### src/rtl/bus_cycle_ctrl.sv
// bus_cycle_ctrl: converts single 32-bit access requests into T1/T2 bus cycles on a bus
// that may be 32 or 16 bits wide. A word access answered with a 16-bit size request is
// split into a low-half and a high-half cycle. An optional wait-state limit ends a stalled
// access with an error.
//
// Ports:
//   CLK, RESET, CE        clock, synchronous active-high reset, clock enable
//   REQ, REQ_A, REQ_WR    request strobe, byte address, 1=write
//   REQ_BEn, REQ_WD       active-low byte enables, write data
//   BUSY, DONE, ERR, RD   access in progress, one-cycle completion, timeout flag, read data
//   BUS_A, BUS_RW         bus address [31:1], 1=read
//   BUS_DAn, BUS_BEn      data strobe (active low), byte enables
//   BUS_DO, BUS_DI        write / read data
//   BUS_READYn, BUS_SZRQn ready, 16-bit size request (both active low)
module bus_cycle_ctrl #(
  parameter int unsigned WAIT_LIMIT = 0
) (
  input  logic        CLK,
  input  logic        RESET,
  input  logic        CE,
  input  logic        REQ,
  input  logic [31:0] REQ_A,
  input  logic        REQ_WR,
  input  logic [3:0]  REQ_BEn,
  input  logic [31:0] REQ_WD,
  output logic        BUSY,
  output logic        DONE,
  output logic        ERR,
  output logic [31:0] RD,
  output logic [31:1] BUS_A,
  output logic        BUS_RW,
  output logic        BUS_DAn,
  output logic [3:0]  BUS_BEn,
  output logic [31:0] BUS_DO,
  input  logic [31:0] BUS_DI,
  input  logic        BUS_READYn,
  input  logic        BUS_SZRQn
);

  typedef enum logic [1:0] {StIdle, StT1, StT2} state_e;

  state_e      state_q, state_d;
  logic        hi_q, hi_d;
  logic [15:0] wait_q, wait_d;
  logic        busy_q, busy_d;
  logic        done_q, done_d;
  logic        err_q, err_d;
  logic [31:0] rd_q, rd_d;
  logic [31:1] bus_a_q, bus_a_d;
  logic        bus_rw_q, bus_rw_d;
  logic        bus_dan_q, bus_dan_d;
  logic [3:0]  bus_ben_q, bus_ben_d;
  logic [31:0] bus_do_q, bus_do_d;
  logic [3:0]  lat_ben_q, lat_ben_d;
  logic [15:0] lo_q, lo_d;

  logic lo_en, hi_en, is_word, one_half, timeout;

  // Byte-enable halves come from the request, not the bus copy, which changes on a split.
  assign hi_en    = (lat_ben_q[3:2] != 2'b11);
  assign lo_en    = (lat_ben_q[1:0] != 2'b11);
  assign is_word  = hi_en && lo_en && !bus_a_q[1];
  assign one_half = hi_en ^ lo_en;
  assign timeout  = (WAIT_LIMIT != 0) && (wait_q == 16'(WAIT_LIMIT));

  always_comb begin
    state_d   = state_q;
    hi_d      = hi_q;
    wait_d    = wait_q;
    busy_d    = busy_q;
    done_d    = done_q;
    err_d     = err_q;
    rd_d      = rd_q;
    bus_a_d   = bus_a_q;
    bus_rw_d  = bus_rw_q;
    bus_dan_d = bus_dan_q;
    bus_ben_d = bus_ben_q;
    bus_do_d  = bus_do_q;
    lat_ben_d = lat_ben_q;
    lo_d      = lo_q;

    if (CE) begin
      done_d = 1'b0;
      err_d  = 1'b0;
      unique case (state_q)
        StIdle: begin
          if (REQ) begin
            state_d   = StT1;
            busy_d    = 1'b1;
            hi_d      = 1'b0;
            wait_d    = '0;
            bus_a_d   = REQ_A[31:1];
            bus_rw_d  = ~REQ_WR;
            bus_ben_d = REQ_BEn;
            bus_do_d  = REQ_WD;
            lat_ben_d = REQ_BEn;
          end
        end
        StT1: begin
          state_d   = StT2;
          bus_dan_d = 1'b0;
        end
        StT2: begin
          if (!BUS_READYn) begin
            if (!hi_q && !BUS_SZRQn && is_word) begin
              // 16-bit bus answered a word: keep the low half, rerun for the upper half.
              state_d    = StT1;
              lo_d       = BUS_DI[15:0];
              hi_d       = 1'b1;
              bus_dan_d  = 1'b1;
              bus_a_d[1] = 1'b1;
              bus_ben_d  = {lat_ben_q[3:2], 2'b11};
              bus_do_d   = {bus_do_q[31:16], bus_do_q[31:16]};
              wait_d     = '0;
            end else begin
              if (bus_rw_q) begin
                if (hi_q)                       rd_d = {BUS_DI[15:0], lo_q};
                else if (!BUS_SZRQn && one_half) rd_d = {16'h0, BUS_DI[15:0]};
                else                            rd_d = BUS_DI;
              end
              state_d   = StIdle;
              done_d    = 1'b1;
              busy_d    = 1'b0;
              bus_dan_d = 1'b1;
              bus_ben_d = 4'hF;
              hi_d      = 1'b0;
              wait_d    = '0;
            end
          end else if (timeout) begin
            state_d   = StIdle;
            done_d    = 1'b1;
            err_d     = 1'b1;
            rd_d      = '0;
            busy_d    = 1'b0;
            bus_dan_d = 1'b1;
            bus_ben_d = 4'hF;
            hi_d      = 1'b0;
            wait_d    = '0;
          end else if (wait_q != 16'hFFFF) begin
            wait_d = wait_q + 16'd1;
          end
        end
        default: state_d = StIdle;
      endcase
    end
  end

  always_ff @(posedge CLK) begin
    if (RESET) begin
      state_q   <= StIdle;
      hi_q      <= 1'b0;
      wait_q    <= '0;
      busy_q    <= 1'b0;
      done_q    <= 1'b0;
      err_q     <= 1'b0;
      rd_q      <= '0;
      bus_a_q   <= '0;
      bus_rw_q  <= 1'b1;
      bus_dan_q <= 1'b1;
      bus_ben_q <= 4'hF;
      bus_do_q  <= '0;
      lat_ben_q <= 4'hF;
      lo_q      <= '0;
    end else begin
      state_q   <= state_d;
      hi_q      <= hi_d;
      wait_q    <= wait_d;
      busy_q    <= busy_d;
      done_q    <= done_d;
      err_q     <= err_d;
      rd_q      <= rd_d;
      bus_a_q   <= bus_a_d;
      bus_rw_q  <= bus_rw_d;
      bus_dan_q <= bus_dan_d;
      bus_ben_q <= bus_ben_d;
      bus_do_q  <= bus_do_d;
      lat_ben_q <= lat_ben_d;
      lo_q      <= lo_d;
    end
  end

  assign BUSY    = busy_q;
  assign DONE    = done_q;
  assign ERR     = err_q;
  assign RD      = rd_q;
  assign BUS_A   = bus_a_q;
  assign BUS_RW  = bus_rw_q;
  assign BUS_DAn = bus_dan_q;
  assign BUS_BEn = bus_ben_q;
  assign BUS_DO  = bus_do_q;

endmodule

### config.mk
export PLATFORM = sky130hd
export DESIGN_NAME = bus_cycle_ctrl
export DESIGN_NICKNAME = d
export VERILOG_FILES = /design/src/rtl/bus_cycle_ctrl.sv
export SDC_FILE = /design/constraint.sdc
export NUM_CORES = 1
export LEC_CHECK = 0
export CAP_MARGIN = 20
export CORE_ASPECT_RATIO = 2
export CORE_MARGIN = 1
export CORE_UTILIZATION = 40
export CTS_BUF_LIST = sky130_fd_sc_hd__clkbuf_4 sky130_fd_sc_hd__clkbuf_8
export CTS_CLUSTER_DIAMETER = 80
export DETAILED_ROUTE_END_ITERATION = 10
export PLACE_DENSITY = 0.82
export SYNTH_ARGS = -nofsm -noshare
export SYNTH_HDL_FRONTEND = slang
export SYNTH_SLANG_ARGS = --single-unit
export TNS_END_PERCENT = 20
### constraint.sdc
create_clock -name CLK -period 2 [get_ports CLK]
set_input_delay 0.5 -clock CLK [delete_from_list [all_inputs] [get_ports CLK]]
set_output_delay 0.5 -clock CLK [all_outputs]
set_load 0.005 [all_outputs]
# == After elaboration in Yosys (flattened, before gate mapping) ==
# Index checks and enable logic that the tools add are counted.
# op_classes
n_eq_ne,8
mux,31
n_bitwise,5
reduce_logical,20
# ops
op,n
32-bit 2-to-1 mux,3
32-bit case mux with 2 select lines,1
16-bit 2-to-1 mux,2
5-bit AND reduction,3
1-bit 2-to-1 mux,14
4-bit 2-to-1 mux,3
"2-bit inequality test, second input constant",6
4-bit AND reduction,3
3-bit AND reduction,3
1-bit case mux with 2 select lines,4
4-bit case mux with 2 select lines,1
2-bit case mux with 3 select lines,1
1-bit logical AND,5
2-bit 2-to-1 mux,2
1-bit NOT,4
2-bit nonzero test,2
1-bit logical NOT,3
"2-bit by 1-bit equality test with 1-bit output, second input constant",1
"2-bit equality test, second input constant",1
2-bit logical NOT,1
1-bit XOR,1
# totals
regBits,126
out_inout_bits,104
wordCells,78

# == Depth between registers and ports, before layout ==
# depth
depth_word,7
depth_mapped,9
mapped_depth_nobuf,6

# == Least setup slack after synthesis ==
# Ideal clock, no wire load.
# synth_timing
kind,input port to flip-flop
startpoint,input port BUS_SZRQn
endpoint,register lo_q[10]
setup_time_ns,0.132
arrival_ns,1.967
t_required_ns,1.868
slack_ns,-0.099
stages,7
path_buffers,3
path_cell_list,or4b_1 > buf_6 > or4_4 > buf_6 > buf_6 > nand2_1 > a21oi_1
# synth_between
elab_chain_len,4
# synth_lines
element,line,rtl
"start, declared",37,input logic BUS_SZRQn
1-bit logical NOT,105,if (!hi_q && !BUS_SZRQn && is_word) begin
1-bit logical AND (2 in a row),105,
4-bit AND reduction (no line),n/a,
"end signal, assigned",178,lo_q <= lo_d;
"end, declared",55,"logic [15:0] lo_q, lo_d;"
# Every way passes these cells.
# A chain may end at the register's enable or synchronous reset.

# == Worst setup path after layout ==
# layout_timing
startpoint,register lat_ben_q[3]
endpoint,"register bus_do_q[1], in the netlist BUS_DO[1]"
# layout_between
elab_chain_len,6
# layout_lines
element,line,rtl
"start, declared",54,"logic [3:0] lat_ben_q, lat_ben_d;"
"start signal, assigned",177,lat_ben_q <= lat_ben_d;
2-bit inequality test,60,assign hi_en = (lat_ben_q[3:2] != 2'b11);
1-bit logical AND (2 in a row),62,assign is_word = hi_en && lo_en && !bus_a_q[1];
1-bit logical AND,105,
2-bit inequality test (no line),n/a,
5-bit AND reduction (no line),n/a,
"end signal, assigned",176,bus_do_q <= bus_do_d;
"end, declared",53,"logic [31:0] bus_do_q, bus_do_d;"
# Every way passes these cells.

==> run metrics <==
Tmin final 2.01 ns; global-route wire length before repair 23,500 um; met3 Use GR 5.31%; hold_ws 0.455 ns; Initial DRT Pass Iterations 4; Worst Path Required 2.34 ns; drt drc 0; GRT met1 Usage 22.8%; net count after synthesis 699; critical path fanouts, max 8; clock latency on the worst-skew pair 0.42 ns; via count of the first global-routing pass 4,981; met2 Usage GRT 43.5%; Core Footprint 12,300 sq um; CTS buffer count 17; clk root buf clkbuf_8; H-tree Lvls 4; worst setup path class register to register; pwr dens 725 nW/um^2; Cells after Synth 591; io pins 211; worst min-delay path class register to register; Nets 919; dpl hpwl 11,000 um; TNS Setup -0.0162 ns; via count 5,079; ANT nets after route 0; Clock Path Buffers 2; Avg Synthesized Cell Area 8.58 sq um; Synth Cell Area 5070 sq um; post-route setup slack -0.0122 ns; area delta synth->final 63.2%; crit path DAT 2.35 ns; Rows 57; peak supply drop 664 uV; synth warn 0; Worst setup SP type register; Final Hold Vio Count 0; die height 161 um; Worst-path clk slew 0.07 ns; die area 13,200 sq um; Port-buffer cells 208; outcome finished, violations left; clock skew 0.0160 ns; initial antenna violation count 0; maximum clock rate 497 MHz; failing checks negative setup slack; Post-Route Utilization 67.5%; Slew HR 64.2%; Iteration-0 DRC Markers 202; RSZ-0062 raised after global routing yes; Worst Setup Slack post-DPL -0.452 ns; fin crit share 101%; total power draw 6.00 mW; type of destination of the critical path register; clk sinks 126; max-cap violation count 0; drt total wl 16,200 um; ranking of synthesized cells by area dfxtp_1, nand2_1, a21oi_1; total grt overflow 0; CTS tree done; post-synthesis sequential area ratio 49.7%; DIE WIDTH 81.6 um; Via-to-Cell Ratio 5.23; final max-slew violation count 0; All-Layer GR Usage 23.4%; layout cells sized above 1 18.1%; initial core utilization 41.3%; Leakage 2.97 nW; Routed WL per cell 16.7 um; grt peak-use layer met2; largest net degree at the start of global routing 50; worst slew pin tran 0.537 ns; final setup fails 3; cell taking the most area after synthesis dfxtp_1; #FFs+latches synth 126; Netlist cell types 30; Synth top area share 49.7%; ANT cells 0; Placer Congestion 0.842
==> timing repair <==
action / 4_1_cts / 5_1_grt
setup buffers: 0 / 9
hold buffers: 0 / 0
cloned: 0 / 6
setup endpoints to repair: 15 / 64
resized for setup: 4 / 55
pin swaps: 4 / 21
==> Yosys cell counts (all sizes together) <==
master    n
a211o     1
a211oi   32
a21oi    73
a221oi    1
a311oi   18
and4      1
buf      12
clkbuf   39
conb      1
dfxtp   126
ha        1
inv       2
mux2i    32
nand2   150
nand2b    6
nand3     1
nand3b   18
nor2     61
nor2b     3
nor3      2
nor4      1
o21ai     2
o21bai    4
o31ai     2
or4       1
or4b      1
==> state kept, by name, indices dropped and copies added, names as in the netlist, 2 cells and up <==
register and count:
BUS_DO 32, RD 32, BUS_A 31, lo_q 16, BUS_BEn 4, lat_ben_q 4
state_q 2
==> through the flow <==
step,cells,area [sq um]
after floorplan,591,5070
after global placement,924,7430
after detailed placement,924,7430
after CTS,956,7870
after global routing,971,8270
final,971,8270
==> per-layer routing <==
layer | routed length, um | up-vias | share of wire (%)
li1 | - | 2463 | -
met1 | 5720 | 2406 | 35
met2 | 9020 | 169 | 56
met3 | 814 | 41 | 5.0
met4 | 658 | 0 | 4.1
met5 | 0 | - | 0
==> report_power, final <==
part | total [mW] | internal (mW) | switching (mW)
logic | 0.985 | 0.570 | 0.414
registers | 2.68 | 2.61 | 0.0687
clock network | 2.33 | 1.30 | 1.03
==> cell usage in the layout, fill, tap and decap left out, types with 4 or more instances in the layout <==
cell type        instances
dfxtp_1                121
a211oi_1                10
a311oi_2                11
a21oi_1                 73
nand3b_1                18
clkinvlp_4               6
dfxtp_2                  5
clkbuf_8                18
buf_4                   28
clkbuf_16                4
nand2_1                147
nor2_1                  36
a211oi_2                22
o21bai_1                 4
a311oi_1                 7
buf_12                   9
nand2b_1                 6
clkdlybuf4s50_1        207
nor2_2                  22
mux2i_1                 32
==> critical path, cell delays in order, from the launching register on <==
cell and delay [ns]:
dfxtp_2 0.34, nand2_2 0.09, ha_4 0.13, or4b_4 0.51, a221oi_4 0.33, buf_6 0.18, clkbuf_16 0.16, nor2_2 0.04
a211oi_2 0.17
==> cells by family after synthesis <==
| logic type | after synthesis | synth area share [%] |
|---|---|---|
| and+or+nand+nor | 245 | 20.7 |
| AOI/OAI and AO/OA | 133 | 18.0 |
| DFF | 126 | 49.7 |
| buffers and inverters | 53 | 4.91 |
| muxes | 32 | 6.32 |
| adders and majority gates | 1 | 0.247 |
| other | 1 | 0.0739 |
==> final timing paths <==
path                      from        end  slack [ns]  depth (start not counted)
hold reg to reg       lo_q[12]   lo_q[12]        0.46                          2
setup / recovery  lat_ben_q[3]  BUS_DO[1]       -0.01                          8
hold / removal        lo_q[12]   lo_q[12]        0.46                          2
setup reg to reg  lat_ben_q[3]  BUS_DO[1]       -0.01                          8
==> final cells by class <==
cell class              instances  area [sq um]
clock buffers                  20           263
well taps                     147           184
flip-flops and latches        126          2530
fillers                       993          3990
multi-input cells             413          2530
repair buffers                251          2600
clock inverters                12           161
inverters                       2          7.51
Power figures use the tool's default switching activity.
